`config.mk`:
```
export PLATFORM = sky130hd
export DESIGN_NAME = hs_multi_run_driver
export DESIGN_NICKNAME = d
export VERILOG_FILES = /design/src/rtl/hs_drv_pkg.sv /design/src/rtl/hs_lfsr16.sv /design/src/rtl/hs_multi_run_driver.sv
export SDC_FILE = /design/constraint.sdc
export NUM_CORES = 1
export LEC_CHECK = 0
export CAP_MARGIN = 10
export CORE_ASPECT_RATIO = 1.25
export CORE_MARGIN = 2
export CORE_UTILIZATION = 35
export DETAILED_ROUTE_END_ITERATION = 10
export HOLD_SLACK_MARGIN = 0.1
export SLEW_MARGIN = 25
export SYNTH_ARGS = -nofsm -noshare
export SYNTH_HDL_FRONTEND = slang
export SYNTH_SLANG_ARGS = --single-unit
```
`constraint.sdc`:
```
create_clock -name clock -period 6.4 [get_ports clock]
set_clock_uncertainty 0.15 [all_clocks]
set_input_delay 1.28 -clock clock [delete_from_list [all_inputs] [get_ports clock]]
set_output_delay 1.28 -clock clock [all_outputs]
set_load 0.02 [all_outputs]
```
`src/rtl/hs_drv_pkg.sv`:
```
// Shared types and helpers for the handshake multi-run driver.
//   state_e       : driver FSM states
//   LFSR_TAPS     : feedback mask for the 16-bit Fibonacci LFSR (taps 16,14,13,11)
//   lfsr_next()   : one LFSR step
//   lfsr_fix_seed : maps the all-zero lock-up seed to 16'h0001
package hs_drv_pkg;

  typedef enum logic [1:0] {
    IDLE  = 2'd0,
    ISSUE = 2'd1,
    WAIT  = 2'd2,
    DONE  = 2'd3
  } state_e;

  // Bits 15,13,12,10 correspond to taps 16,14,13,11.
  localparam logic [15:0] LFSR_TAPS = 16'hB400;

  function automatic logic [15:0] lfsr_next(input logic [15:0] q);
    return {q[14:0], ^(q & LFSR_TAPS)};
  endfunction

  function automatic logic [15:0] lfsr_fix_seed(input logic [15:0] s);
    return (s == 16'h0000) ? 16'h0001 : s;
  endfunction

endpackage

```
`src/rtl/hs_lfsr16.sv`:
```
// 16-bit Fibonacci LFSR used to gate result/control readiness.
// Ports:
//   clock      : rising-edge clock
//   reset      : asynchronous active-low reset, loads RESET_SEED
//   en         : advance one step this cycle
//   load       : reload seed (has priority over en)
//   seed [15:0]: value loaded on load
//   q    [15:0]: current LFSR state
module hs_lfsr16
  import hs_drv_pkg::*;
#(
  parameter logic [15:0] RESET_SEED = 16'h0001
) (
  input  logic        clock,
  input  logic        reset,
  input  logic        en,
  input  logic        load,
  input  logic [15:0] seed,
  output logic [15:0] q
);

  always_ff @(posedge clock or negedge reset) begin
    if (!reset) begin
      q <= RESET_SEED;
    end else if (load) begin
      q <= seed;
    end else if (en) begin
      q <= lfsr_next(q);
    end
  end

endmodule

```
`src/rtl/hs_multi_run_driver.sv`:
```
// Stimulus/response engine for handshake-lowered DUTs. Drives NUM_ARGS
// valid/ready argument channels, collects one result and one control token
// per run, repeats for num_runs runs and accumulates the results. A watchdog
// aborts the sequence when no handshake occurs for TIMEOUT busy cycles.
// Ports:
//   clock, reset          : clock, async active-low reset
//   start                 : launch pulse, honoured only in IDLE/DONE
//   num_runs, arg_seed    : run count and per-channel base values, latched on start
//   arg_valid/ready/data  : argument channels, data = seed[k] + run_idx
//   res_valid/ready/data  : result channel
//   ctrl_valid/ready      : control-token channel
//   busy, done, timed_out : status
//   run_idx               : completed runs
//   last_result, result_sum : last captured result and wrapping sum
//
// state | meaning
// IDLE  | after reset, waiting for start
// ISSUE | presenting arguments not yet accepted this run
// WAIT  | all arguments accepted, waiting for result and control token
// DONE  | sequence finished or aborted; status held until next start
module hs_multi_run_driver
  import hs_drv_pkg::*;
#(
  parameter int          DATA_W    = 32,
  parameter int          NUM_ARGS  = 2,
  parameter int          BP_MODE   = 0,
  parameter logic [15:0] LFSR_SEED = 16'hACE1,
  parameter int          TIMEOUT   = 1024
) (
  input  logic                       clock,
  input  logic                       reset,
  input  logic                       start,
  input  logic [7:0]                 num_runs,
  input  logic [NUM_ARGS*DATA_W-1:0] arg_seed,
  output logic [NUM_ARGS-1:0]        arg_valid,
  input  logic [NUM_ARGS-1:0]        arg_ready,
  output logic [NUM_ARGS*DATA_W-1:0] arg_data,
  input  logic                       res_valid,
  output logic                       res_ready,
  input  logic [DATA_W-1:0]          res_data,
  input  logic                       ctrl_valid,
  output logic                       ctrl_ready,
  output logic                       busy,
  output logic                       done,
  output logic                       timed_out,
  output logic [7:0]                 run_idx,
  output logic [DATA_W-1:0]          last_result,
  output logic [DATA_W-1:0]          result_sum
);

  localparam int          WD_W     = $clog2(TIMEOUT + 1);
  localparam logic [15:0] SEED_EFF = lfsr_fix_seed(LFSR_SEED);

  state_e                     state, state_nxt;
  logic [NUM_ARGS-1:0]        acc_q;
  logic [NUM_ARGS-1:0]        arg_hs;
  logic [NUM_ARGS-1:0]        acc_all;
  logic                       res_got, ctrl_got;
  logic [7:0]                 num_runs_q;
  logic [NUM_ARGS*DATA_W-1:0] seed_q;
  logic [WD_W-1:0]            wd_cnt;
  logic [15:0]                lfsr_q;
  logic                       lfsr_unused;
  logic                       start_ok;
  logic                       wd_expire;
  logic                       res_hs, ctrl_hs, any_hs;
  logic                       run_complete, last_run;
  logic                       bp_res, bp_ctrl;

  assign busy     = (state == ISSUE) || (state == WAIT);
  assign done     = (state == DONE);
  assign start_ok = start && ((state == IDLE) || (state == DONE));

  // The expiry cycle already masks all valids/readys so nothing is accepted
  // on the way into DONE.
  assign wd_expire = busy && (wd_cnt == WD_W'(TIMEOUT));

  assign bp_res  = (BP_MODE != 0) ? lfsr_q[0] : 1'b1;
  assign bp_ctrl = (BP_MODE != 0) ? lfsr_q[1] : 1'b1;

  assign arg_valid  = ((state == ISSUE) && !wd_expire) ? ~acc_q : '0;
  assign res_ready  = busy && !wd_expire && !res_got && bp_res;
  assign ctrl_ready = busy && !wd_expire && !ctrl_got && bp_ctrl;

  assign arg_hs  = arg_valid & arg_ready;
  assign acc_all = acc_q | arg_hs;
  assign res_hs  = res_valid && res_ready;
  assign ctrl_hs = ctrl_valid && ctrl_ready;
  assign any_hs  = (|arg_hs) || res_hs || ctrl_hs;

  // Uses registered flags so WAIT always lasts at least one cycle.
  assign run_complete = (state == WAIT) && (&acc_q) && res_got && ctrl_got;
  assign last_run     = ((run_idx + 8'd1) == num_runs_q);

  for (genvar k = 0; k < NUM_ARGS; k++) begin : g_data
    assign arg_data[k*DATA_W +: DATA_W] = seed_q[k*DATA_W +: DATA_W] + DATA_W'(run_idx);
  end

  hs_lfsr16 #(
    .RESET_SEED(SEED_EFF)
  ) u_lfsr (
    .clock(clock),
    .reset(reset),
    .en   (busy),
    .load (start_ok),
    .seed (SEED_EFF),
    .q    (lfsr_q)
  );

  assign lfsr_unused = ^lfsr_q[15:2];

  always_ff @(posedge clock or negedge reset) begin
    if (!reset) begin
      state <= IDLE;
    end else begin
      state <= state_nxt;
    end
  end

  always_comb begin
    state_nxt = state;
    case (state)
      IDLE, DONE: begin
        if (start) begin
          state_nxt = (num_runs == 8'd0) ? DONE : ISSUE;
        end
      end
      ISSUE: begin
        if (wd_expire) begin
          state_nxt = DONE;
        end else if (&acc_all) begin
          state_nxt = WAIT;
        end
      end
      WAIT: begin
        if (wd_expire) begin
          state_nxt = DONE;
        end else if (run_complete) begin
          state_nxt = last_run ? DONE : ISSUE;
        end
      end
      default: state_nxt = IDLE;
    endcase
  end

  always_ff @(posedge clock or negedge reset) begin
    if (!reset) begin
      acc_q       <= '0;
      res_got     <= 1'b0;
      ctrl_got    <= 1'b0;
      num_runs_q  <= '0;
      seed_q      <= '0;
      wd_cnt      <= '0;
      run_idx     <= '0;
      last_result <= '0;
      result_sum  <= '0;
      timed_out   <= 1'b0;
    end else if (start_ok) begin
      acc_q       <= '0;
      res_got     <= 1'b0;
      ctrl_got    <= 1'b0;
      num_runs_q  <= num_runs;
      seed_q      <= arg_seed;
      wd_cnt      <= '0;
      run_idx     <= '0;
      last_result <= '0;
      result_sum  <= '0;
      timed_out   <= 1'b0;
    end else if (busy) begin
      if (wd_expire) begin
        timed_out <= 1'b1;
        acc_q     <= '0;
        res_got   <= 1'b0;
        ctrl_got  <= 1'b0;
        wd_cnt    <= '0;
      end else begin
        if (run_complete) begin
          acc_q    <= '0;
          res_got  <= 1'b0;
          ctrl_got <= 1'b0;
          run_idx  <= run_idx + 8'd1;
        end else begin
          acc_q <= acc_all;
          if (res_hs) begin
            res_got <= 1'b1;
          end
          if (ctrl_hs) begin
            ctrl_got <= 1'b1;
          end
        end
        if (res_hs) begin
          last_result <= res_data;
          result_sum  <= result_sum + res_data;
        end
        wd_cnt <= any_hs ? '0 : wd_cnt + WD_W'(1);
      end
    end
  end

endmodule

```
==> run metrics <==
Crit Path Max Fanout=9; CP max stage delay=roughly 0.62 ns; crit path DAT=between 4 and 5 ns; worst flop-to-flop path endpoint=result_sum[31]; antenna violations before repair=0; Pwr Density=474 nW/um^2; outcome=completed; Hold-fix buffers, CTS=0; Final TNS setup=0 ns; Ports=254; Synth area leaders=dfrtp_1 42%, mux2_2 8.3%, ha_1 6.8%; Routed WL per cell=16.1 um; Seq/Total Area, Yosys=41.6%; VDD IR max=~230 uV; ys async rst share=100%; CTS clock-pin slew for the worst setup and hold paths=0.07 ns; DRT iter0 DRCs=329; DRC Markers=0; CTS H-tree depth=4; Post-synth EDFFs=0; global routing usage on met3=between 4 and 5%; DP Cell Count=about 1600; post-DP HPWL=19400 um; Worst EP required=a little under 5 ns; TritonCTS clock tree=done; cell with the most instances after synthesis=dfrtp_1; max_cap viols=0; global route overflow=0; slowest stage cell on the critical path=clkdlybuf4s50_1; WHS Endpoint=timed_out; final setup violation count=0; worst hold path class=reg -> reg; total core area=27500 sq um; Max Slew Vio Count=0; register area=~4100 sq um; Yosys cell types=around 60; routed vias=8359; initial core utilization=a little over a third; Syn Area/Cell=9.33 sq um; R2R Setup Slk=approximately 3.0 ns; placed cell area=12600 sq um; layout cells sized above 1=9.02%; Final nets=between 1000 and 1500; Post-synth top flop=dfrtp_1; vias per cell=between 5 and 6; fin cells=roughly 1600; area grow syn2layout=35.3%; hold path cells=2; WL final=~26000 um; global route hottest layer=met2; Root Buffer=clkbuf_16; post-synthesis register bit count=roughly 160; Cells after Synth=approximately 1000; die outline area=between 20000 and 30000 sq um; Period Utilization, post-route=about 87%; Worst setup EP type=primary output; Leak=5.80 nW; top cell type's share of synthesized area=a little over two fifths; synthesized cell area=slightly below 10000 sq um; num rows=68; Final Critical Period=about 5.6 ns; area leader, netlist=dfrtp_1; Worst Reg-to-Reg Cells=9; top cells by count, synth=162 x dfrtp_1, 131 x nand2_1, 100 x nand3_1; die span in y=around 190 um; routing usage on met2=a little under a third; global-route wire length before repair=between 40000 and 50000 um; number of global-route vias before repair=8458; crit path kind=reg -> out; DRT antenna net count=0; CTS max path bufs=2; largest net degree at the start of global routing=between 90 and 100; Reg2Reg Launch Point=result_sum[4]; Post-Syn Nets=1211; unrepaired setup endpoints after global routing=no; Pre-Repair DR Iteration Count=5; Skew-Pair Late Insertion Delay=0.44 ns; # port buffers=~250; Post-CTS Setup Bufs=0; Multi-input gate area=~5400 sq um; HP Start=timed_out; Slew @ Worst Pin=between 0.9 and 1 ns; post-CTS sizing=0; gp weighted congestion=around 0.84; Max Fclk=about 180 MHz; Relative slew margins=about a third; final instance area=between 10000 and 15000 sq um; critical-path cell list=ha_1 -> inv_1 -> fa_1 -> nor2b_1 -> o21ai_0 -> a21boi_0 -> o21ai_0 -> a21boi_0 -> o21ai_0 -> a21boi_1 -> nor2b_1 -> xnor2_1 -> clkdlybuf4s50_1; yosys warns=0; Final Hold Fails=0; clk sinks=162; Layout fillers=approximately 2600; crit-path most repeated cell=o21ai_0; Die Wd=153 um; Global Route Usage Sum=a little under a fifth; clock buffer count from CTS=17; Final Hold Slack=0.326 ns; GR Util met1=22.5%; Setup crit start kind=flip-flop
[logic make-up after synthesis]
group | share of synthesized area (%)
AND/OR/NAND/NOR | 18.8
flip-flops | 41.6
multiplexers | 8.53
AO/OA/AOI/OAI | 11.3
XOR/XNOR | 8.72
buffers and inverters | 3.56
adder cells (fa/ha/maj) | 7.43
[cell type report]
class / instances / share of cell area (%)
clock inverter: 11 / 1.17
clock buffer: 19 / 3.44
multi-input combinational: 797 / 40.6
inverter: 39 / 1.11
antenna: 1 / 0.0190
sequential: 162 / 30.8
tap: 350 / 3.32
timing repair buffer: 258 / 19.5
[cell usage in the layout, fill, tap and decap left out, drive strengths merged, types with 3 or more instances in the layout]
cell           count
a2111oi            4
a21boi             7
a21o              16
a21oi             46
a31oi              5
a41oi              3
and2               4
and3              25
buf                6
bufinv             3
clkbuf            19
clkdlybuf4s50    252
clkinv             4
dfrtp            162
fa                 3
ha                53
inv               41
mux2              72
nand2            131
nand2b            14
nand3            100
nand4             17
nor2              57
nor2b             10
nor3               5
nor4               5
nor4b              3
o21ai             82
o21bai             6
xnor2             63
xor2              34
[sequential cells by signal (all words and copies together), names as in the netlist]
register     count
result_sum      32
last_result     32
wd_cnt          11
res_got          1
run_idx          8
state            2
seed_q          64
timed_out        1
acc_q            2
num_runs_q       8
ctrl_got         1
[power breakdown]
group | internal, mW | switching, mW
Clock | 0.634 | 0.433
Sequential | 1.44 | 0.332
Combinational | 1.61 | 1.79
Total | 3.69 | 2.56
[critical path, delay by kind of cell (launching register included)]
family                   cells  cell delay (ns)
XOR/XNOR                     1             0.13
AO/OA/AOI/OAI                6             1.41
buffers and inverters        2             0.67
adder cells (fa/ha/maj)      2             0.62
AND/OR/NAND/NOR              2             0.35
flip-flops                   1             0.53
[metrics by stage]
stage	power [mW]	util, %	worst slack, ns
finish	6.25	47.9	0.809
global placement	5.18	45.7	1.32
CTS	6.33	47.9	0.766
global route	6.72	47.9	0.462
detailed placement	5.22	45.7	1.27
floorplan	3.94	-	1.85
[worst max path at each step]
stage,from,endpoint,slack [ns],cells after the start
after CTS,run_idx[0],arg_data[56],0.77,13
after global routing,run_idx[0],arg_data[56],0.46,13
after global placement,run_idx[0],arg_data[56],1.32,13
after floorplan,run_idx[0],arg_data[28],1.85,13
after detailed placement,run_idx[0],arg_data[56],1.27,13
final,run_idx[0],arg_data[56],0.81,13
[per-layer routing]
metal | part of all wire [%] | vias to the layer above | wire (um)
met5 | 0 | - | 0
met4 | 1.7 | 0 | 449
met3 | 6.1 | 27 | 1620
met2 | 49 | 216 | 12900
met1 | 43 | 3995 | 11500
li1 | - | 4121 | -
No activity file was read; power rests on OpenSTA's default activity.
